<file path="src/rtl/mac_seq_pkg.sv">
// Shared types and constants for the mac_seq operand sequencer and its MAC core.
// Holds the FSM encoding and the saturation bounds used by requantization.
package mac_seq_pkg;

    localparam int DATA_W_DEF  = 32;
    localparam int LEN_W_DEF   = 16;
    localparam int SHIFT_W_DEF = 6;

    // Wide enough for any sensible DATA_W; callers size-cast to their own width.
    localparam int CALC_W = 130;

    typedef enum logic [1:0] {
        IDLE  = 2'd0,
        ACCUM = 2'd1,
        DRAIN = 2'd2,
        OUT   = 2'd3
    } state_e;

    function automatic logic signed [CALC_W-1:0] sat_max(input int data_w);
        logic signed [CALC_W-1:0] one;
        one = CALC_W'(1);
        return (one <<< (data_w - 1)) - one;
    endfunction

    function automatic logic signed [CALC_W-1:0] sat_min(input int data_w);
        logic signed [CALC_W-1:0] one;
        one = CALC_W'(1);
        return -(one <<< (data_w - 1));
    endfunction

endpackage

</file>
<file path="src/rtl/mac_seq_core.sv">
// Raw 4-stage MAC register chain: operands, product, accumulator, output copy.
// Purely datapath; every load enable and the bias/accumulator select come from mac_seq.
module mac_core_4stage
    import mac_seq_pkg::*;
#(
    parameter int DATA_W = DATA_W_DEF
) (
    input  logic                       clk,
    input  logic                       rst_n,
    input  logic                       op_ld_i,
    input  logic signed [DATA_W-1:0]   a_i,
    input  logic signed [DATA_W-1:0]   b_i,
    input  logic                       prod_ld_i,
    input  logic                       acc_en_i,
    input  logic                       ld_acc_i,
    input  logic                       bias_ld_i,
    input  logic signed [2*DATA_W-1:0] bias_i,
    input  logic                       out_ld_i,
    output logic signed [2*DATA_W-1:0] acc_o,
    output logic signed [2*DATA_W-1:0] acc_out_o
);

    localparam int ACC_W = 2 * DATA_W;

    logic signed [DATA_W-1:0] a_q, b_q;
    logic signed [ACC_W-1:0]  prod_q, prod_d;
    logic signed [ACC_W-1:0]  acc_q, acc_d;
    logic signed [ACC_W-1:0]  acc_out_q;

    // NOTE: every variable gets a default at the top of the block so no path leaves it unassigned (no latch).
    always_comb begin
        prod_d = ACC_W'(a_q) * ACC_W'(b_q);
        acc_d  = acc_q;
        if (acc_en_i) begin
            acc_d = (ld_acc_i ? bias_i : acc_q) + prod_q;
        end else if (bias_ld_i) begin
            acc_d = bias_i;
        end
    end

    // NOTE: the whole chain is reset, not just acc, so no X can ever be summed into a fresh job.
    always_ff @(posedge clk or negedge rst_n) begin
        if (!rst_n) begin
            a_q       <= '0;
            b_q       <= '0;
            prod_q    <= '0;
            acc_q     <= '0;
            acc_out_q <= '0;
        end else begin
            // NOTE: non-blocking assignments so every stage samples the previous stage's old value.
            if (op_ld_i) begin
                a_q <= a_i;
                b_q <= b_i;
            end
            if (prod_ld_i) prod_q <= prod_d;
            acc_q <= acc_d;
            if (out_ld_i) acc_out_q <= acc_q;
        end
    end

    assign acc_o     = acc_q;
    assign acc_out_o = acc_out_q;

endmodule

</file>
<file path="src/rtl/mac_seq.sv">
// Job sequencer around mac_core_4stage: operand handshake, in-flight term tracking,
// and round-half-up / saturating requantization of the accumulator onto a valid/ready port.
module mac_seq
    import mac_seq_pkg::*;
#(
    parameter int DATA_W  = DATA_W_DEF,
    parameter int LEN_W   = LEN_W_DEF,
    parameter int SHIFT_W = SHIFT_W_DEF
) (
    input  logic                       clk,
    input  logic                       rst_n,
    input  logic                       start,
    input  logic [LEN_W-1:0]           cfg_len,
    input  logic signed [2*DATA_W-1:0] cfg_bias,
    input  logic [SHIFT_W-1:0]         cfg_shift,
    input  logic                       in_valid,
    output logic                       in_ready,
    input  logic signed [DATA_W-1:0]   in_a,
    input  logic signed [DATA_W-1:0]   in_b,
    output logic                       out_valid,
    input  logic                       out_ready,
    output logic signed [DATA_W-1:0]   out_data,
    output logic signed [2*DATA_W-1:0] out_acc,
    output logic                       busy
);

    localparam int ACC_W = 2 * DATA_W;
    localparam int EXT_W = ACC_W + 1;
    localparam logic signed [EXT_W-1:0] SAT_HI = EXT_W'(sat_max(DATA_W));
    localparam logic signed [EXT_W-1:0] SAT_LO = EXT_W'(sat_min(DATA_W));

    state_e                   state_q, state_d;
    logic [LEN_W-1:0]         len_q;
    logic [LEN_W-1:0]         accepted_q, accepted_d;
    logic [LEN_W-1:0]         retired_q, retired_d;
    logic signed [ACC_W-1:0]  bias_q;
    logic [SHIFT_W-1:0]       shift_q;
    logic                     v1_q, v2_q;
    logic signed [DATA_W-1:0] out_data_q, out_data_d;

    logic                     start_fire, in_fire, drain_done, ld_acc;
    logic signed [ACC_W-1:0]  acc, core_bias;
    logic signed [EXT_W-1:0]  acc_ext, rnd, rsum, rshift;

    assign start_fire = (state_q == IDLE) && start;
    assign in_ready   = (state_q == ACCUM) && (accepted_q < len_q);
    assign in_fire    = in_valid && in_ready;
    assign drain_done = (state_q == DRAIN) && (retired_q == len_q);
    assign ld_acc     = v2_q && (retired_q == '0);
    // The start cycle seeds acc straight from the port so a len==0 job already holds its bias.
    assign core_bias  = start_fire ? cfg_bias : bias_q;

    always_comb begin
        state_d    = state_q;
        accepted_d = accepted_q;
        retired_d  = retired_q;
        if (start_fire) begin
            accepted_d = '0;
            retired_d  = '0;
        end else begin
            if (in_fire) accepted_d = accepted_q + LEN_W'(1);
            if (v2_q)    retired_d  = retired_q + LEN_W'(1);
        end
        unique case (state_q)
            IDLE:    if (start) state_d = (cfg_len == '0) ? DRAIN : ACCUM;
            ACCUM:   if (in_fire && (accepted_q + LEN_W'(1) == len_q)) state_d = DRAIN;
            DRAIN:   if (drain_done) state_d = OUT;
            OUT:     if (out_ready) state_d = IDLE;
            default: state_d = IDLE;
        endcase
    end

    // One extra bit keeps acc + rounding offset from wrapping before the shift.
    always_comb begin
        acc_ext = {acc[ACC_W-1], acc};
        rnd     = '0;
        if (shift_q != '0) rnd = EXT_W'(1) << (shift_q - SHIFT_W'(1));
        rsum    = acc_ext + rnd;
        rshift  = rsum >>> shift_q;
        if (rshift > SAT_HI)      out_data_d = SAT_HI[DATA_W-1:0];
        else if (rshift < SAT_LO) out_data_d = SAT_LO[DATA_W-1:0];
        else                      out_data_d = rshift[DATA_W-1:0];
    end

    always_ff @(posedge clk or negedge rst_n) begin
        if (!rst_n) begin
            state_q    <= IDLE;
            accepted_q <= '0;
            retired_q  <= '0;
            len_q      <= '0;
            bias_q     <= '0;
            shift_q    <= '0;
            v1_q       <= 1'b0;
            v2_q       <= 1'b0;
            out_data_q <= '0;
        end else begin
            state_q    <= state_d;
            accepted_q <= accepted_d;
            retired_q  <= retired_d;
            v1_q       <= in_fire;
            v2_q       <= v1_q;
            if (start_fire) begin
                len_q   <= cfg_len;
                bias_q  <= cfg_bias;
                shift_q <= cfg_shift;
            end
            if (drain_done) out_data_q <= out_data_d;
        end
    end

    mac_core_4stage #(
        .DATA_W(DATA_W)
    ) u_core (
        .clk       (clk),
        .rst_n     (rst_n),
        .op_ld_i   (in_fire),
        .a_i       (in_a),
        .b_i       (in_b),
        .prod_ld_i (v1_q),
        .acc_en_i  (v2_q),
        .ld_acc_i  (ld_acc),
        .bias_ld_i (start_fire),
        .bias_i    (core_bias),
        .out_ld_i  (drain_done),
        .acc_o     (acc),
        .acc_out_o (out_acc)
    );

    assign out_valid = (state_q == OUT);
    assign out_data  = out_data_q;
    assign busy      = (state_q != IDLE);

endmodule

</file>
<file path="config.mk">
export PLATFORM = sky130hd
export DESIGN_NAME = mac_seq
export DESIGN_NICKNAME = d
export VERILOG_FILES = /design/src/rtl/mac_seq_pkg.sv /design/src/rtl/mac_seq_core.sv /design/src/rtl/mac_seq.sv
export SDC_FILE = /design/constraint.sdc
export NUM_CORES = 2
export LEC_CHECK = 0
export BUFFER_PORTS_ARGS = -buffer_cell sky130_fd_sc_hd__buf_2
export CORE_ASPECT_RATIO = 0.75
export CORE_MARGIN = 2
export CORE_UTILIZATION = 30
export CTS_BUF_LIST = sky130_fd_sc_hd__clkbuf_8
export DETAILED_ROUTE_END_ITERATION = 10
export GPL_TIMING_DRIVEN = 0
export PLACE_DENSITY_LB_ADDON = 0.3
export SYNTH_ARGS = -nofsm -noshare
export SYNTH_HDL_FRONTEND = slang
export SYNTH_SLANG_ARGS = --single-unit
</file>
<file path="constraint.sdc">
create_clock -name clk -period 17.2 [get_ports clk]
set_input_delay 1.72 -clock clk [delete_from_list [all_inputs] [get_ports clk]]
set_output_delay 1.72 -clock clk [all_outputs]
set_load 0.01 [all_outputs]
</file>
==> results_dict.tcl <==
set metrics [dict create \
    grt-busiest-layer "met1" \
    setup_viol 0 \
    postSynthRegisterBits 410 \
    reg2reg_from "shift_q[2]" \
    synth_edf_count 0 \
    synth_seq_area_share 0.153 \
    drc_errors 0 \
    period_needed_ns 12.89 \
    core_area_sq_um 223000 \
    critPathLaunchType "register" \
    cp-end-kind "register" \
    rsz0062_at_grt "no" \
    post_drt_wl_per_cell_microns 26.8 \
    clkLatencyLatePin_ns 0.85 \
    avgSynthCellArea_sq_um 8.69 \
    dieArea_sq_um 227000 \
    syn_area_sq_um 67100 \
    r2r_end "out_data[7]" \
    skew_ns 0.0681 \
    die_w_microns 550 \
    cts_tree "yes" \
    cts_made_buffers 81 \
    nFillCells 23700 \
    initial_utilization 0.301 \
    slew_headroom -0.0166 \
    drv_slew 7 \
    grt_use_met1 0.384 \
    required_ns 17.93 \
    rows 150 \
    drt-pass1-iter-count 6 \
    setup_slack_ns 4.31 \
    status "complete, but fails checks" \
    wirelength_microns 297000 \
    grt_pass1_vias 59800 \
    synth-main-ff-cell "dfrtp_1" \
    crit_type "register to register" \
    grt_use_met2 0.365 \
    htreeDepth 3 \
    instances_no_fill 11100 \
    slowest_stage "a211oi_1" \
    vias 59000 \
    finalCritPeriodShare 0.750 \
    grt_pass1_wl_microns 428000 \
    dp_cells 10900 \
    crit_path_frequent_cell "buf_1" \
    path_clk_slew_ns 0.06 \
    root_buffer "clkbuf_8" \
    path_max_fanout 10 \
    drt_iter0_markers 6861 \
    fin_util 0.332 \
    arrival_ns 13.62 \
    drive_above_1_share 0.0779 \
    grt_usage 0.262 \
    portBuffers 253 \
    gr-total-overflow 0 \
    drv_cap 2 \
    slowest_delay_ns 1.20 \
    reg2reg_slack_ns 4.31 \
    pre_cts_slack_ns 5.21 \
    final_common_cell "nand2_1" \
    antenna_found_initial 32 \
    holdBufCountCts 0 \
    fmax_ghz 0.0776 \
    syn_inst 7721 \
    post_cts_resized 0 \
    hp-class "register to register" \
    final_cell_mix "nand2_1 (1,400), inv_1 (1,234), fa_1 (1,084)" \
    place.detailed.hpwl_microns 251000 \
    cts_sinks 410 \
    grt_max_degree 112 \
    ios 254 \
    ys_types 97 \
    drtAntennaViolNets 0 \
    post-cts-setup-buffer-count 0 \
    syn2layout_area_growth_pct 10.2 \
    hold_violations 0 \
    finalSetupTns_ns 0 \
    fin_nets 9638 \
    startpoint "shift_q[2]" \
    yosysWarnings 0 \
    die_height_microns 414 \
    worst-slew-pin-transition_ns 1.52 \
    synth.net_count 9295 \
    reg2reg_depth 27 \
    gp_congestion 1.04 \
    vias_per_cell 5.31 \
    async_flop_share 1.00 \
    gr-usage-met3 0.0709 \
    clockBufferDepth 3 \
    crit_end "out_data[7]" \
    violations "max-capacitance violations, max-slew violations" \
]
-- cells by family after synthesis --
| group | Yosys count | synth area share |
|---|---|---|
| compound gates | 1203 | 0.120 |
| xor+xnor | 236 | 0.0308 |
| fa+ha+maj | 1419 | 0.386 |
| buf+inv | 1643 | 0.0929 |
| flops | 410 | 0.153 |
| mux | 272 | 0.0464 |
| other cells | 1 | 0.0000559 |
| simple gates | 2537 | 0.171 |
-- synth_stat cells (19+ instances only) --
cell type	n	area [sq um]
mux2i_1	111	1110
buf_1	35	131
a211oi_1	109	818
o21bai_1	30	225
nand4_1	60	375
xnor2_1	153	1340
or3_1	19	119
and2_1	288	1800
nand3_1	92	460
a21oi_1	308	1540
nand2b_1	66	413
o211ai_1	45	338
fa_1	1084	21700
clkbuf_1	377	1420
mux2_2	144	1620
dfrtp_1	410	10300
a31oi_1	45	282
nand2_1	1400	5260
o21ai_0	189	946
and3_1	103	644
xor2_1	83	727
nor2b_1	36	225
nor2_1	321	1200
ha_1	335	4190
inv_1	1208	4530
nor4_1	23	144
o21a_1	50	375
nor3_1	64	320
a21oi_2	32	280
a21o_1	165	1240
-- state kept, by name (all words and copies together), names as in the netlist, 32 cells and up --
| register | count |
|---|---|
| u_core.prod_q | 64 |
| u_core.acc_out_o | 64 |
| u_core.b_q | 32 |
| u_core.acc_o | 64 |
| u_core.a_q | 32 |
| out_data | 32 |
| bias_q | 64 |
-- worst max-delay path: cells and delay by family, from the launching register on --
kind | cells | cell delay [ns]
AOI/OAI and AO/OA | 9 | 3.98
adders and majority gates | 1 | 0.25
buffers and inverters | 8 | 3.96
DFF | 1 | 0.40
muxes | 1 | 0.86
and+or+nand+nor | 8 | 3.26
-- final cells by class --
| class | count | area (sq um) | area share |
|---|---|---|---|
| clock inverter | 43 | 279 | 0.00377 |
| timing repair buffer | 260 | 1440 | 0.0194 |
| clock buffer | 101 | 1390 | 0.0188 |
| sequential | 410 | 10300 | 0.139 |
| buffer | 431 | 1680 | 0.0227 |
| antenna | 14 | 35.0 | 0.000474 |
| tap | 2964 | 3710 | 0.0502 |
| multi-input combinational | 5668 | 50600 | 0.684 |
| inverter | 1212 | 4550 | 0.0615 |
-- worst min path at each step --
stage / start / end / slack (ns) / cells past startpoint
6_report: v1_q / v2_q / 0.37 / 0
3_5_place_dp: v1_q / v2_q / 0.36 / 0
2_1_floorplan: v1_q / v2_q / 0.35 / 0
3_3_place_gp: v1_q / v2_q / 0.36 / 0
4_1_cts: v1_q / v2_q / 0.37 / 0
5_1_grt: v1_q / v2_q / 0.40 / 0
-- per-stage QoR --
stage	hold WS [ns]	area [sq um]
3_5_place_dp	0.361	72200
4_1_cts	0.375	73900
2_1_floorplan	0.352	67100
6_report	0.374	73900
5_1_grt	0.401	73900
3_3_place_gp	0.361	72100
-- routing by layer --
layer | up-vias | wire, microns
met5 | - | 94
met4 | 12 | 11500
met3 | 404 | 30700
met2 | 2689 | 119000
met1 | 30500 | 136000
li1 | 25400 | -
Power is not shown: default switching activity piles up to over one toggle a cycle in this logic, so the estimate is an artifact.
